[src/rtl/csa_tree_pipe.sv]
// -----------------------------------------------------------------------------
// csa_tree_pipe
// Pipelined carry-save reduction tree. NUM_IN operands of WIDTH bits are
// reduced to a redundant sum/carry pair by levels of 3:2 compressors, with a
// register stage after every level. An optional carry-propagate stage
// (FINAL_ADD=1) adds the pair into a binary result. All arithmetic wraps
// modulo 2^WIDTH.
//
// Ports
//   clk          clock
//   rst_n        synchronous active-low reset (clears valid, data and tags)
//   flush_i      synchronous kill of every in-flight operation
//   in_valid_i   operand set valid
//   in_ready_o   an operand set can be accepted this cycle
//   ops_i        packed operands, operand k at [k*WIDTH +: WIDTH]
//   in_tag_i     sideband tag travelling with the operation
//   out_valid_o  output valid
//   out_ready_i  downstream accepts the output
//   sum_o        redundant sum
//   carry_o      redundant carry, already weighted by 2
//   result_o     sum_o + carry_o (0 when FINAL_ADD=0)
//   out_tag_o    tag of the operation on the outputs
// -----------------------------------------------------------------------------
module csa_tree_pipe #(
   parameter int NUM_IN    = 6,
   parameter int WIDTH     = 32,
   parameter int TAG_W     = 4,
   parameter int FINAL_ADD = 1
) (
   input  logic                    clk,
   input  logic                    rst_n,
   input  logic                    flush_i,
   input  logic                    in_valid_i,
   output logic                    in_ready_o,
   input  logic [NUM_IN*WIDTH-1:0] ops_i,
   input  logic [TAG_W-1:0]        in_tag_i,
   output logic                    out_valid_o,
   input  logic                    out_ready_i,
   output logic [WIDTH-1:0]        sum_o,
   output logic [WIDTH-1:0]        carry_o,
   output logic [WIDTH-1:0]        result_o,
   output logic [TAG_W-1:0]        out_tag_o
);

   localparam int MAXN = 8;

   // Operand count after one level: each triple becomes two, leftovers pass.
   function automatic int next_count(input int n);
      return 2 * (n / 3) + (n % 3);
   endfunction

   // Operand count entering level lvl.
   function automatic int count_at(input int lvl);
      int n;
      n = NUM_IN;
      for (int i = 0; i < lvl; i++) n = next_count(n);
      return n;
   endfunction

   // Number of compressor levels needed to reach two operands.
   function automatic int num_levels(input int n0);
      int n;
      int l;
      n = n0;
      l = 0;
      for (int i = 0; i < MAXN; i++) begin
         if (n > 2) begin
            n = next_count(n);
            l = l + 1;
         end else begin
            n = n;
         end
      end
      return l;
   endfunction

   localparam int L = num_levels(NUM_IN);
   localparam int S = L + FINAL_ADD;

   if (NUM_IN < 3 || NUM_IN > 8) begin : g_bad_num_in
      $error("csa_tree_pipe: NUM_IN must be within 3..8");
   end
   if (FINAL_ADD != 0 && FINAL_ADD != 1) begin : g_bad_final_add
      $error("csa_tree_pipe: FINAL_ADD must be 0 or 1");
   end
   if (WIDTH < 2) begin : g_bad_width
      $error("csa_tree_pipe: WIDTH must be at least 2");
   end

   // One level of 3:2 compression over the n live operands of v. Triples
   // from the lowest index produce (sum, weighted carry) pairs; the n mod 3
   // leftovers are appended after them. Unused slots are zero.
   function automatic logic [MAXN*WIDTH-1:0] compress(input logic [MAXN*WIDTH-1:0] v,
                                                      input int n);
      logic [MAXN*WIDTH-1:0] r;
      logic [WIDTH-1:0]      a;
      logic [WIDTH-1:0]      b;
      logic [WIDTH-1:0]      c;
      logic [WIDTH-1:0]      mj;
      int                    t3;
      r  = '0;
      t3 = n / 3;
      for (int t = 0; t < MAXN / 3; t++) begin
         if (t < t3) begin
            a  = v[(3*t)*WIDTH   +: WIDTH];
            b  = v[(3*t+1)*WIDTH +: WIDTH];
            c  = v[(3*t+2)*WIDTH +: WIDTH];
            mj = (a & b) | (a & c) | (b & c);
            r[(2*t)*WIDTH   +: WIDTH] = a ^ b ^ c;
            r[(2*t+1)*WIDTH +: WIDTH] = {mj[WIDTH-2:0], 1'b0};
         end else begin
            r = r;
         end
      end
      for (int p = 0; p < 2; p++) begin
         if (p < n % 3) begin
            r[(2*t3+p)*WIDTH +: WIDTH] = v[(3*t3+p)*WIDTH +: WIDTH];
         end else begin
            r = r;
         end
      end
      return r;
   endfunction

   // Operand idx of a packed level vector.
   function automatic logic [WIDTH-1:0] pick(input logic [MAXN*WIDTH-1:0] v, input int idx);
      return v[idx*WIDTH +: WIDTH];
   endfunction

   logic [MAXN*WIDTH-1:0]   ops_pad_s;
   logic [MAXN*WIDTH-1:0]   lvl_in_s [L];
   logic [MAXN*WIDTH-1:0]   lvl_r    [L];
   logic [S-1:0]            valid_r;
   logic [S-1:0][TAG_W-1:0] tag_r;
   logic [S-1:0]            src_valid_s;
   logic [S-1:0][TAG_W-1:0] src_tag_s;
   logic [S-1:0]            move_s;
   logic [S-1:0]            move_mask_s;
   logic [S-1:0]            load_s;

   // Zero-extend the input operands to the fixed-size level vector.
   always_comb begin
      ops_pad_s = '0;
      ops_pad_s[NUM_IN*WIDTH-1:0] = ops_i;
   end

   // Source of each stage: the input port for stage 0, else the stage before.
   always_comb begin
      src_valid_s    = '0;
      src_tag_s      = '0;
      src_valid_s[0] = in_valid_i;
      src_tag_s[0]   = in_tag_i;
      for (int i = 1; i < S; i++) begin
         src_valid_s[i] = valid_r[i-1];
         src_tag_s[i]   = tag_r[i-1];
      end
   end

   // Stage i moves when out_ready_i is high or some stage at or after i is
   // empty; this is the chained advance rule unrolled so there is no
   // combinational loop through the move vector.
   always_comb begin
      move_s      = '0;
      move_mask_s = '0;
      for (int i = 0; i < S; i++) begin
         for (int k = 0; k < S; k++) begin
            if (k >= i) move_mask_s[k] = 1'b1;
            else        move_mask_s[k] = 1'b0;
         end
         move_s[i] = out_ready_i | ((valid_r & move_mask_s) != move_mask_s);
      end
   end

   // Data and tags only load for a real operation, so idle stages hold and
   // nothing from an empty stage ever reaches a valid one.
   assign load_s     = move_s & src_valid_s & {S{~flush_i}};
   assign in_ready_o = move_s[0];

   for (genvar j = 0; j < L; j++) begin : g_lvl
      if (j == 0) begin : g_first
         assign lvl_in_s[j] = compress(ops_pad_s, NUM_IN);
      end else begin : g_rest
         assign lvl_in_s[j] = compress(lvl_r[j-1], count_at(j));
      end
   end

   // Valid bits: reset and flush empty the pipe, otherwise moving stages
   // take their source's valid and stalled stages hold.
   always_ff @(posedge clk) begin
      if (!rst_n) begin
         valid_r <= '0;
      end else if (flush_i) begin
         valid_r <= '0;
      end else begin
         valid_r <= (move_s & src_valid_s) | (~move_s & valid_r);
      end
   end

   // Tag pipeline, advancing with the data.
   always_ff @(posedge clk) begin
      if (!rst_n) begin
         tag_r <= '0;
      end else begin
         for (int i = 0; i < S; i++) begin
            if (load_s[i]) tag_r[i] <= src_tag_s[i];
            else           tag_r[i] <= tag_r[i];
         end
      end
   end

   // Compressor level registers.
   always_ff @(posedge clk) begin
      if (!rst_n) begin
         for (int j = 0; j < L; j++) lvl_r[j] <= '0;
      end else begin
         for (int j = 0; j < L; j++) begin
            if (load_s[j]) lvl_r[j] <= lvl_in_s[j];
            else           lvl_r[j] <= lvl_r[j];
         end
      end
   end

   if (FINAL_ADD != 0) begin : g_final
      logic [WIDTH-1:0] fsum_r;
      logic [WIDTH-1:0] fcar_r;
      logic [WIDTH-1:0] fres_r;
      logic [WIDTH-1:0] pair_sum_s;
      logic [WIDTH-1:0] pair_car_s;

      assign pair_sum_s = pick(lvl_r[L-1], 0);
      assign pair_car_s = pick(lvl_r[L-1], 1);

      // Carry-propagate stage: keeps the redundant pair alongside the sum.
      always_ff @(posedge clk) begin
         if (!rst_n) begin
            fsum_r <= '0;
            fcar_r <= '0;
            fres_r <= '0;
         end else if (load_s[S-1]) begin
            fsum_r <= pair_sum_s;
            fcar_r <= pair_car_s;
            fres_r <= pair_sum_s + pair_car_s;
         end else begin
            fsum_r <= fsum_r;
            fcar_r <= fcar_r;
            fres_r <= fres_r;
         end
      end

      assign sum_o    = fsum_r;
      assign carry_o  = fcar_r;
      assign result_o = fres_r;
   end else begin : g_direct
      assign sum_o    = pick(lvl_r[L-1], 0);
      assign carry_o  = pick(lvl_r[L-1], 1);
      assign result_o = '0;
   end

   assign out_valid_o = valid_r[S-1];
   assign out_tag_o   = tag_r[S-1];

endmodule

[config.mk]
export PLATFORM = sky130hd
export DESIGN_NAME = csa_tree_pipe
export DESIGN_NICKNAME = d
export VERILOG_FILES = /design/src/rtl/csa_tree_pipe.sv
export SDC_FILE = /design/constraint.sdc
export NUM_CORES = 1
export LEC_CHECK = 0
export BUFFER_PORTS_ARGS = -buffer_cell sky130_fd_sc_hd__buf_2
export CAP_MARGIN = 20
export CORE_MARGIN = 10
export CORE_UTILIZATION = 30
export CTS_CLUSTER_SIZE = 10
export DETAILED_ROUTE_END_ITERATION = 10
export GPL_TIMING_DRIVEN = 0
export MAX_ROUTING_LAYER = met4
export PLACE_DENSITY = 0.57
export SYNTH_ARGS = -nofsm -noshare
export SYNTH_HDL_FRONTEND = slang
export SYNTH_SLANG_ARGS = --single-unit
export TNS_END_PERCENT = 30
[constraint.sdc]
create_clock -name clk -period 5.8 [get_ports clk]
set_input_delay 0.87 -clock clk [delete_from_list [all_inputs] [get_ports clk]]
set_output_delay 0.87 -clock clk [all_outputs]
set_load 0.05 [all_outputs]
Word-level counts from Yosys, hierarchy flattened
Memories as Yosys holds them, arrays and structs flattened.
Cells that the tools add are included.
- register bits after elaboration: 116
- RAM bits: 768
- input port bits: 201
- output and inout port bits: 102
- memories kept: 1
- memory list (name ; depth ; width ; rd ports ; clocked after memory_dff ; wr ports ; line ; text):
    lvl_r ; 3 ; 256 ; 3 ; 0 ; 3 ; 132 ; logic [MAXN*WIDTH-1:0] lvl_r [L];
- $add $sub $neg: 1
- eq/ne operators: 3
- mux-type cells: 25
- bitwise gates (word level): 46
- reductions and logical operators: 1
- operator list (kind ; number):
    $mux 256 ; 6
    $and 31x31->31 ; 12
    $xor 32x32->32 ; 8
    $or 31x31->31 ; 8
    $add 32x32->32 ; 1
    $mux 1 ; 19
    $and 4x4->4 ; 3
    $or 1x1->1 ; 10
    $ne 4x4->1 const B ; 1
    $not 4->4 ; 1
    $or 4x4->4 ; 1
    $ne 3x3->1 const B ; 1
    $not 1->1 ; 3
    $ne 2x2->1 const B ; 1
    $reduce_or 2->1 ; 1

Depth between registers and ports, before layout
Gate-level depths: netlist of the first run.
- depth after elaboration: 9
- gate-level depth with buffers: 10
- mapped depth without buffers: 10

Least setup slack after synthesis of the first run
OpenSTA, ideal clock, no wires.
- path type: input to register
- start point: input out_ready_i
- end point: memory lvl_r[0][0] (netlist name), enable pin
- library setup time: 0.507 ns
- arrival time: 4.755 ns
- setup slack: 0.538 ns
- cell stages on the path: 5
- path buffers: 0
- cell sequence: nor2b_1 > and3_1 > and2_1 > nor3b_2 > nand2b_1
- RTL lines (element ; line ; text):
    from (decl) ; 38 ; input logic out_ready_i,
    to (decl) ; 132 ;

==> summary.txt, run 1 <==
Outcome
  – Status: finished, final reports clean

STA
  – Worst setup margin: 2.87 ns
  – Final setup vio count: 0
  – Fin crit share: roughly 50%
  – Fin. Hold Viols: 0
  – Worst Clk Skew: roughly 0.015 ns
  – Worst slew pin tran: roughly 0.89 ns
  – WHS: roughly 0.44 ns
  – Max transition margin: just over 40%
  – Tmin final: 2.93 ns
  – Slew Limit Fails: 0
  – FMAX: between 300 and 400 MHz
  – Setup_tns: 0 ns
  – RSZ-0062 raised after global routing: false

Setup path
  – Worst Path Arrival: about 3.2 ns
  – WP depth: 5
  – R2R depth: 6
  – Worst setup EP type: flop
  – CP startpoint kind: primary input
  – Req. time, crit path: a little over 6 ns
  – Max FO, Critical Path: 36
  – Worst path slowest cell: clkbuf_1
  – CP max stage delay: around 0.67 ns
  – Worst-path cell chain: buf_2 -> clkbuf_1 -> clkbuf_1 -> nand2_2 -> buf_12
  – Buffers and inverters on the worst path: 4
  – Top cell family by delay on the critical path: buffers and inverters
  – Kind of critical path: in -> reg
  – Critical Path Most Common Cell: clkbuf_1

Clock network
  – Cts repair resizes: 0
  – Clock-pin slew on the worst setup and hold paths: 0.05 ns
  – # H-tree levels: 2
  – CTS Root Cell: clkbuf_16
  – Hold-fix buffers, CTS: 0
  – Max clock buf depth: 3
  – Worst-skew pair later-pin latency: 0.57 ns
  – CTS tree: done
  – Post-CTS Setup Inserts: 0
  – CTS Sinks: about 400
  – Cts bufs inserted: 47

Power
  – Leakage: between 8 and 9 nW
  – Total Power: 7.02 mW
  – VDD IR max: about 0.00018 V
  – PwrDens: between 300 and 400 nW/um2

Yosys
  – Sequential area share after synthesis: just under 60%
  – #FFs+latches synth: 394
  – Ys flop type: edfxtp_1
  – Post-synth cell types: 57
  – Post-synthesis area per instance: roughly 13 um2
  – Asr flop ratio synth: 0%
  – Mapped Area: ~18000 um2
  – Synth warn: 0
  – Post-Syn Instances: about 1.4k
  – Post-synth EDFFs: between 200 and 300

Finish
  – Layout cells sized above 1: 21.2%
  – Design Area, Final: between 20000 and 25000 um2
  – Post-Layout Cell Count: 2608
  – Area Overhead vs Synth: 21.3%
  – Final core occ: a little under two fifths
  – Final-stage net count: ~2.2k
  – Commonest non-fill, non-tap cell in the layout: buf_2
  – Commonest non-fill, non-tap cells in the layout: buf_2 (305), and2_1 (285), edfxtp_1 (282)

Placement
  – Placed cell areas: roughly 21000 um2
  – Placed cells: between 2k and 3k
  – DP HPWL: around 42 mm
  – Placer Congestion: about 0.86
  – Post-place setup slack: around 2.2 ns
  – Port Buf Inserts: 300

Min path
  – Hold Path Stages: 2
  – Hold crit path type: reg -> reg

GRT
  – Vias in the first global route: 12.8k
  – First-pass GRT wire length: slightly below 80 mm
  – Initial antenna violation count: 0
  – Global route total overflow: 0
  – Largest net degree at the start of global routing: a little over 60
  – Gr usage total: 14.9%

Routing
  – Avg Vias per Cell: around 4.5
  – Antenna-violating nets left: 0
  – Vias: approximately 12k
  – Final WL: 52.7 mm
  – Wire length per cell: a little over 20 um
  – Router iterations before antenna repair: 5
  – Number of remaining DRC errors: 0
  – Initial DRC Count: slightly above 800

Floorplanning
  – Die area: 71900 um2
  – Starting Density: between 30% and 40%
  – Die Y: 268 um
  – Core area: roughly 61000 um2
  – Row count: 90
  – IO Pins: about 300
  – Die Wd: roughly 270 um

Flow run
  – Max-Cap Viols: 0
worst register-to-register path, cell delays in order, from the launching register on:
cell      delay, ns
dfxtp_1        0.30
nor2b_1        0.17
and3_1         0.21
and2_1         0.19
nor3b_2        0.67
nand2b_4       0.62
buf_16         0.32
registers in the layout, indices dropped and copies added, names as in the netlist, named ones only:
signal and count:
carry_o 30, lvl_r 282, out_tag_o 4, result_o 30, src_tag_s 12, sum_o 32
final timing paths:
path	start	to	slack, ns
setup reg to reg	flop	lvl_r[0][98]$_SDFFCE_PP0P_	2.93
hold reg to reg	result_o[22]$_SDFFE_PN0P_	result_o[22]$_SDFFE_PN0P_	0.44
hold / removal	result_o[22]$_SDFFE_PN0P_	result_o[22]$_SDFFE_PN0P_	0.44
setup / recovery	rst_n	lvl_r[2][20]$_SDFFCE_PP0P_	2.87
power by group:
group          switching, mW  leakage (nW)  internal, mW
clock                   1.10         0.644          1.51
combinational          0.548          4.46         0.427
sequential             0.125          3.79          3.31
total                   1.78          8.90          5.25
cell usage after synthesis (7+ instances only):
library cell | number | area (um2)
and2_1 | 285 | 1780
edfxtp_1 | 282 | 8470
nand2_1 | 183 | 687
fa_1 | 123 | 2460
a21oi_1 | 112 | 561
dfxtp_1 | 112 | 2240
clkbuf_1 | 63 | 236
nor2_1 | 42 | 158
ha_1 | 30 | 375
a21o_1 | 17 | 128
o21ai_0 | 16 | 80.1
nand3_1 | 15 | 75.1
mux2i_1 | 14 | 140
and3_1 | 13 | 81.3
inv_1 | 12 | 45.0
xnor2_1 | 12 | 105
o21ai_1 | 7 | 35.0
o21bai_1 | 7 | 52.6
or3_1 | 7 | 43.8
metal layers:
metal  vias to the layer above  share of wire (%)  track usage [%]
li1                       5664                  -                -
met1                      5653                 45             19.3
met2                       287                 49             24.5
met3                        72                3.9             1.65
met4                         0                2.2             4.46
met5                         -                  0                -
cell families (layout without fill, tap and decap cells):
kind of cell             Yosys count  count (layout)  share of synthesized area (%)
adder cells (fa/ha/maj)          153             153                           15.4
flip-flops                       394             394                           58.0
AO/OA/AOI/OAI                    205             205                           6.77
AND/OR/NAND/NOR                  572             572                           16.3
buffers and inverters             87             467                           1.92
multiplexers                      14              14                          0.759
other                              1               3                         0.0203
XOR/XNOR                          18              18                          0.854
area by class of cell:
cell class | instances | area [um2]
antenna | 1 | 2.50
buffer | 75 | 309
clock buffer | 68 | 1280
clock inverter | 7 | 48.8
fill | 5875 | 38300
inverter | 12 | 45.0
multi-input combinational | 964 | 7430
sequential | 394 | 10700
tap | 782 | 978
timing repair buffer | 305 | 1600
Power figures use the tool's default switching activity.
==> run 2, diff against run 1 <==
PLACE_DENSITY = 0.59   (was 0.57)
clock period = 2.6 ns   (was 5.8 ns; I/O delays follow)
==> run 2 against run 1 <==
Effect of this change:
- total power is 130% higher
- first-iteration DRC count is 13% lower
- critical endpoint is now result_o[30]$_SDFFE_PN0P_
- count of clock-buffer cells in the layout is 14 higher
- critical path type is now reg -> reg
- flip-flop and latch count stayed put
- combinational power is 130% higher
- clock power is 130% higher
- via count is 1.2% higher
- utilization is 0.52 points higher
- die area stayed put
- register-to-register slack worse by 2.9 ns
- final area is 1.4% higher
==> summary.txt, run 2 (synthesis gave the netlist of run 1 again) <==
Outcome
  – Status: finished, final reports clean

Setup path
  – Reg2Reg Setup Slack: 0.01 ns (-2.92 ns)
  – Worst setup EP type: flop
  – Kind of critical path: reg -> reg
  – Max FO, Critical Path: 7 (-81%)
  – Worst path slowest cell: edfxtp_1
  – Worst Path Arrival: 3.05 ns (-0.18 ns)
  – FF-to-FF End: result_o[30]$_SDFFE_PN0P_
  – CP max stage delay: 0.43 ns (-0.24 ns)
  – Worst-path cell chain: ha_2 -> a21o_1 -> a21o_1 -> a21oi_2 -> o21ai_1 -> a311o_1 -> or3_1 -> a32o_1
  – Worst r2r src: lvl_r[2][19]$_SDFFCE_PP0P_
  – Critical Path Most Common Cell: a21o_1
  – Req. time, crit path: 3.07 ns (-3.03 ns)
  – R2R depth: 8 (+2)
  – CP startpoint kind: flop

Routing
  – Initial DRC Count: 705 (-13%)
  – Final WL: 53.2 mm (+1.1%)
  – Router iterations before antenna repair: 5 (unchanged)
  – Wire length per cell: 20.3 um (+0.43%)
  – Vias: 11.8k (+1.2%)
  – Total length of routed met2 wires: 26.1 mm (+1.2%)
  – M1 WL: 23.7 mm (about the same)
  – Met3 wire length: 2.14 mm (+5.5%)
  – Top Metal Used: met4
  – Antenna-violating nets left: 0 (unchanged)
  – Number of remaining DRC errors: 0 (unchanged)
  – Avg Vias per Cell: 4.50 (+0.58%)

Finish
  – Layout cells sized above 1: 23.0% (+1.8 points)
  – Commonest non-fill, non-tap cell in the layout: buf_2
  – Largest Register: lvl_r
  – Commonest non-fill, non-tap cells in the layout: buf_2 (306), and2_1 (284), edfxtp_1 (282)
  – Area Overhead vs Synth: 23.0%
  – Diode count: 0 (-1)
  – Max reg flops: 282 (unchanged)
  – Final-stage net count: 2160 (+0.33%)
  – Design Area, Final: 22700 um2 (+1.4%)
  – Final core occ: 37.4% (+0.52 points)

GRT
  – Global route total overflow: 0 (unchanged)
  – Gr usage total: 15.1% (+0.17 points)
  – Vias in the first global route: 13.0k (+1.5%)
  – Initial antenna violation count: 4 (+4)
  – First-pass GRT wire length: 79.5 mm (+1.4%)
  – Largest net degree at the start of global routing: 66 (+6.5%)

STA
  – Worst setup margin: 0.0133 ns (-2.86 ns)
  – RSZ-0062 raised after global routing: true
  – Final setup vio count: 0 (unchanged)
  – Max transition margin: 29.7% (-11 points)
  – Worst Clk Skew: 0.0233 ns (+0.00881 ns)
  – Worst slew pin tran: 1.05 ns (+0.163 ns)
  – Slew Limit Fails: 0 (unchanged)
  – Fin crit share: between 90% and 100%
  – Fin. Hold Viols: 0 (unchanged)
  – FMAX: ~390 MHz
  – WHS: 0.0657 ns (-0.377 ns)
  – Tmin final: about 2.6 ns

Clock network
  – Worst-skew pair later-pin latency: 0.58 ns (about the same)
  – Cts bufs inserted: 47 (unchanged)
  – CTS Sinks: 394 (unchanged)
  – CTS Root Cell: clkbuf_16
  – Max clock buf depth: 3 (unchanged)
  – Hold-fix buffers, CTS: 0 (unchanged)
  – CTS tree: done
  – # H-tree levels: 2 (unchanged)
  – Clock-pin slew on the worst setup and hold paths: 0.06 ns (about the same)

Floorplanning
  – Row count: 90 (unchanged)
  – Die Wd: 268 um (unchanged)
  – Die Y: 268 um (unchanged)
  – Die area: 71900 um2 (unchanged)
  – IO Pins: 303 (unchanged)
  – Starting Density: 30.4% (unchanged)
  – Core area: 60700 um2 (unchanged)

Power
  – VDD IR max: 0.000420 V (+140%)
  – PwrDens: 703 nW/um2 (+120%)
  – Leakage: 8.98 nW (+1.0%)

Flow run
  – Max-Cap Viols: 0 (unchanged)

Placement
  – Placed cell areas: 21100 um2 (about the same)
  – DP HPWL: 42.3 mm (-0.19%)
  – Post-place setup slack: -0.537 ns (-2.75 ns)
  – Port Buf Inserts: 300 (unchanged)
  – Placer Congestion: 0.851 (-0.93%)

Min path
  – Hold Path Stages: 3 (+1)
  – Hold wc startpoint: in_valid_i
  – Hold crit path type: in -> reg
run 2: repair_timing:
action	in CTS	in global routing
pin swaps	3	6
cloned	2	0
setup endpoints to repair	90	134
resized for setup	12	22
setup buffers	3	4
run 2: per-layer routing:
metal / vias to the layer above / global-route usage (%)
li1: 5688 / -
met1: 5771 / 19.1
met2: 291 / 25.0
met3: 70 / 2.07
met4: 0 / 4.52
met5: - / -
run 2: through the flow:
stage | instances | TNS, ns | power [mW]
6_report | 2625 | 0 | 16.0
3_3_place_gp | 2527 | -226.90 | 9.96
4_1_cts | 2622 | -0.0578 | 16.1
5_1_grt | 2625 | -0.132 | 16.8
3_5_place_dp | 2531 | -89.62 | 9.99
2_1_floorplan | 1445 | 0 | 8.96
run 2: critical path: cells and delay by family, from the launching register on:
family          cells  cell delay, ns
compound gates      6            1.31
fa+ha+maj           1            0.38
flops               1            0.43
simple gates        1            0.36
run 2: worst max path at each step:
stage               slack, ns                          to                  startpoint  cells past startpoint
floorplan               0.006   lvl_r[0][0]$_SDFFCE_PP0P_                        flop                      5
global placement        -0.91  lvl_r[2][19]$_SDFFCE_PP0P_                       rst_n                      4
detailed placement      -0.54  lvl_r[2][20]$_SDFFCE_PP0P_                       rst_n                      5
CTS                     -0.04   result_o[30]$_SDFFE_PN0P_  lvl_r[2][34]$_SDFFCE_PP0P_                     10
global route            -0.07   result_o[30]$_SDFFE_PN0P_   lvl_r[2][2]$_SDFFCE_PP0P_                     10
finish                   0.01   result_o[30]$_SDFFE_PN0P_  lvl_r[2][19]$_SDFFCE_PP0P_                      8
run 2: power by group:
| part | internal [mW] | switching, mW | total, mW |
|---|---|---|---|
| clock | 3.62 | 2.47 | 6.09 |
| combinational | 0.978 | 1.26 | 2.23 |
| sequential | 7.38 | 0.274 | 7.66 |
run 2: final cells by class:
| cell class | count | area (um2) |
|---|---|---|
| fillers | 5851 | 38000 |
| flip-flops and latches | 394 | 10700 |
| multi-input cells | 966 | 7610 |
| repair buffers | 311 | 1650 |
| clock buffers | 82 | 1360 |
| well taps | 782 | 978 |
| plain buffers | 74 | 309 |
| clock inverters | 4 | 47.5 |
| inverters | 12 | 45.0 |
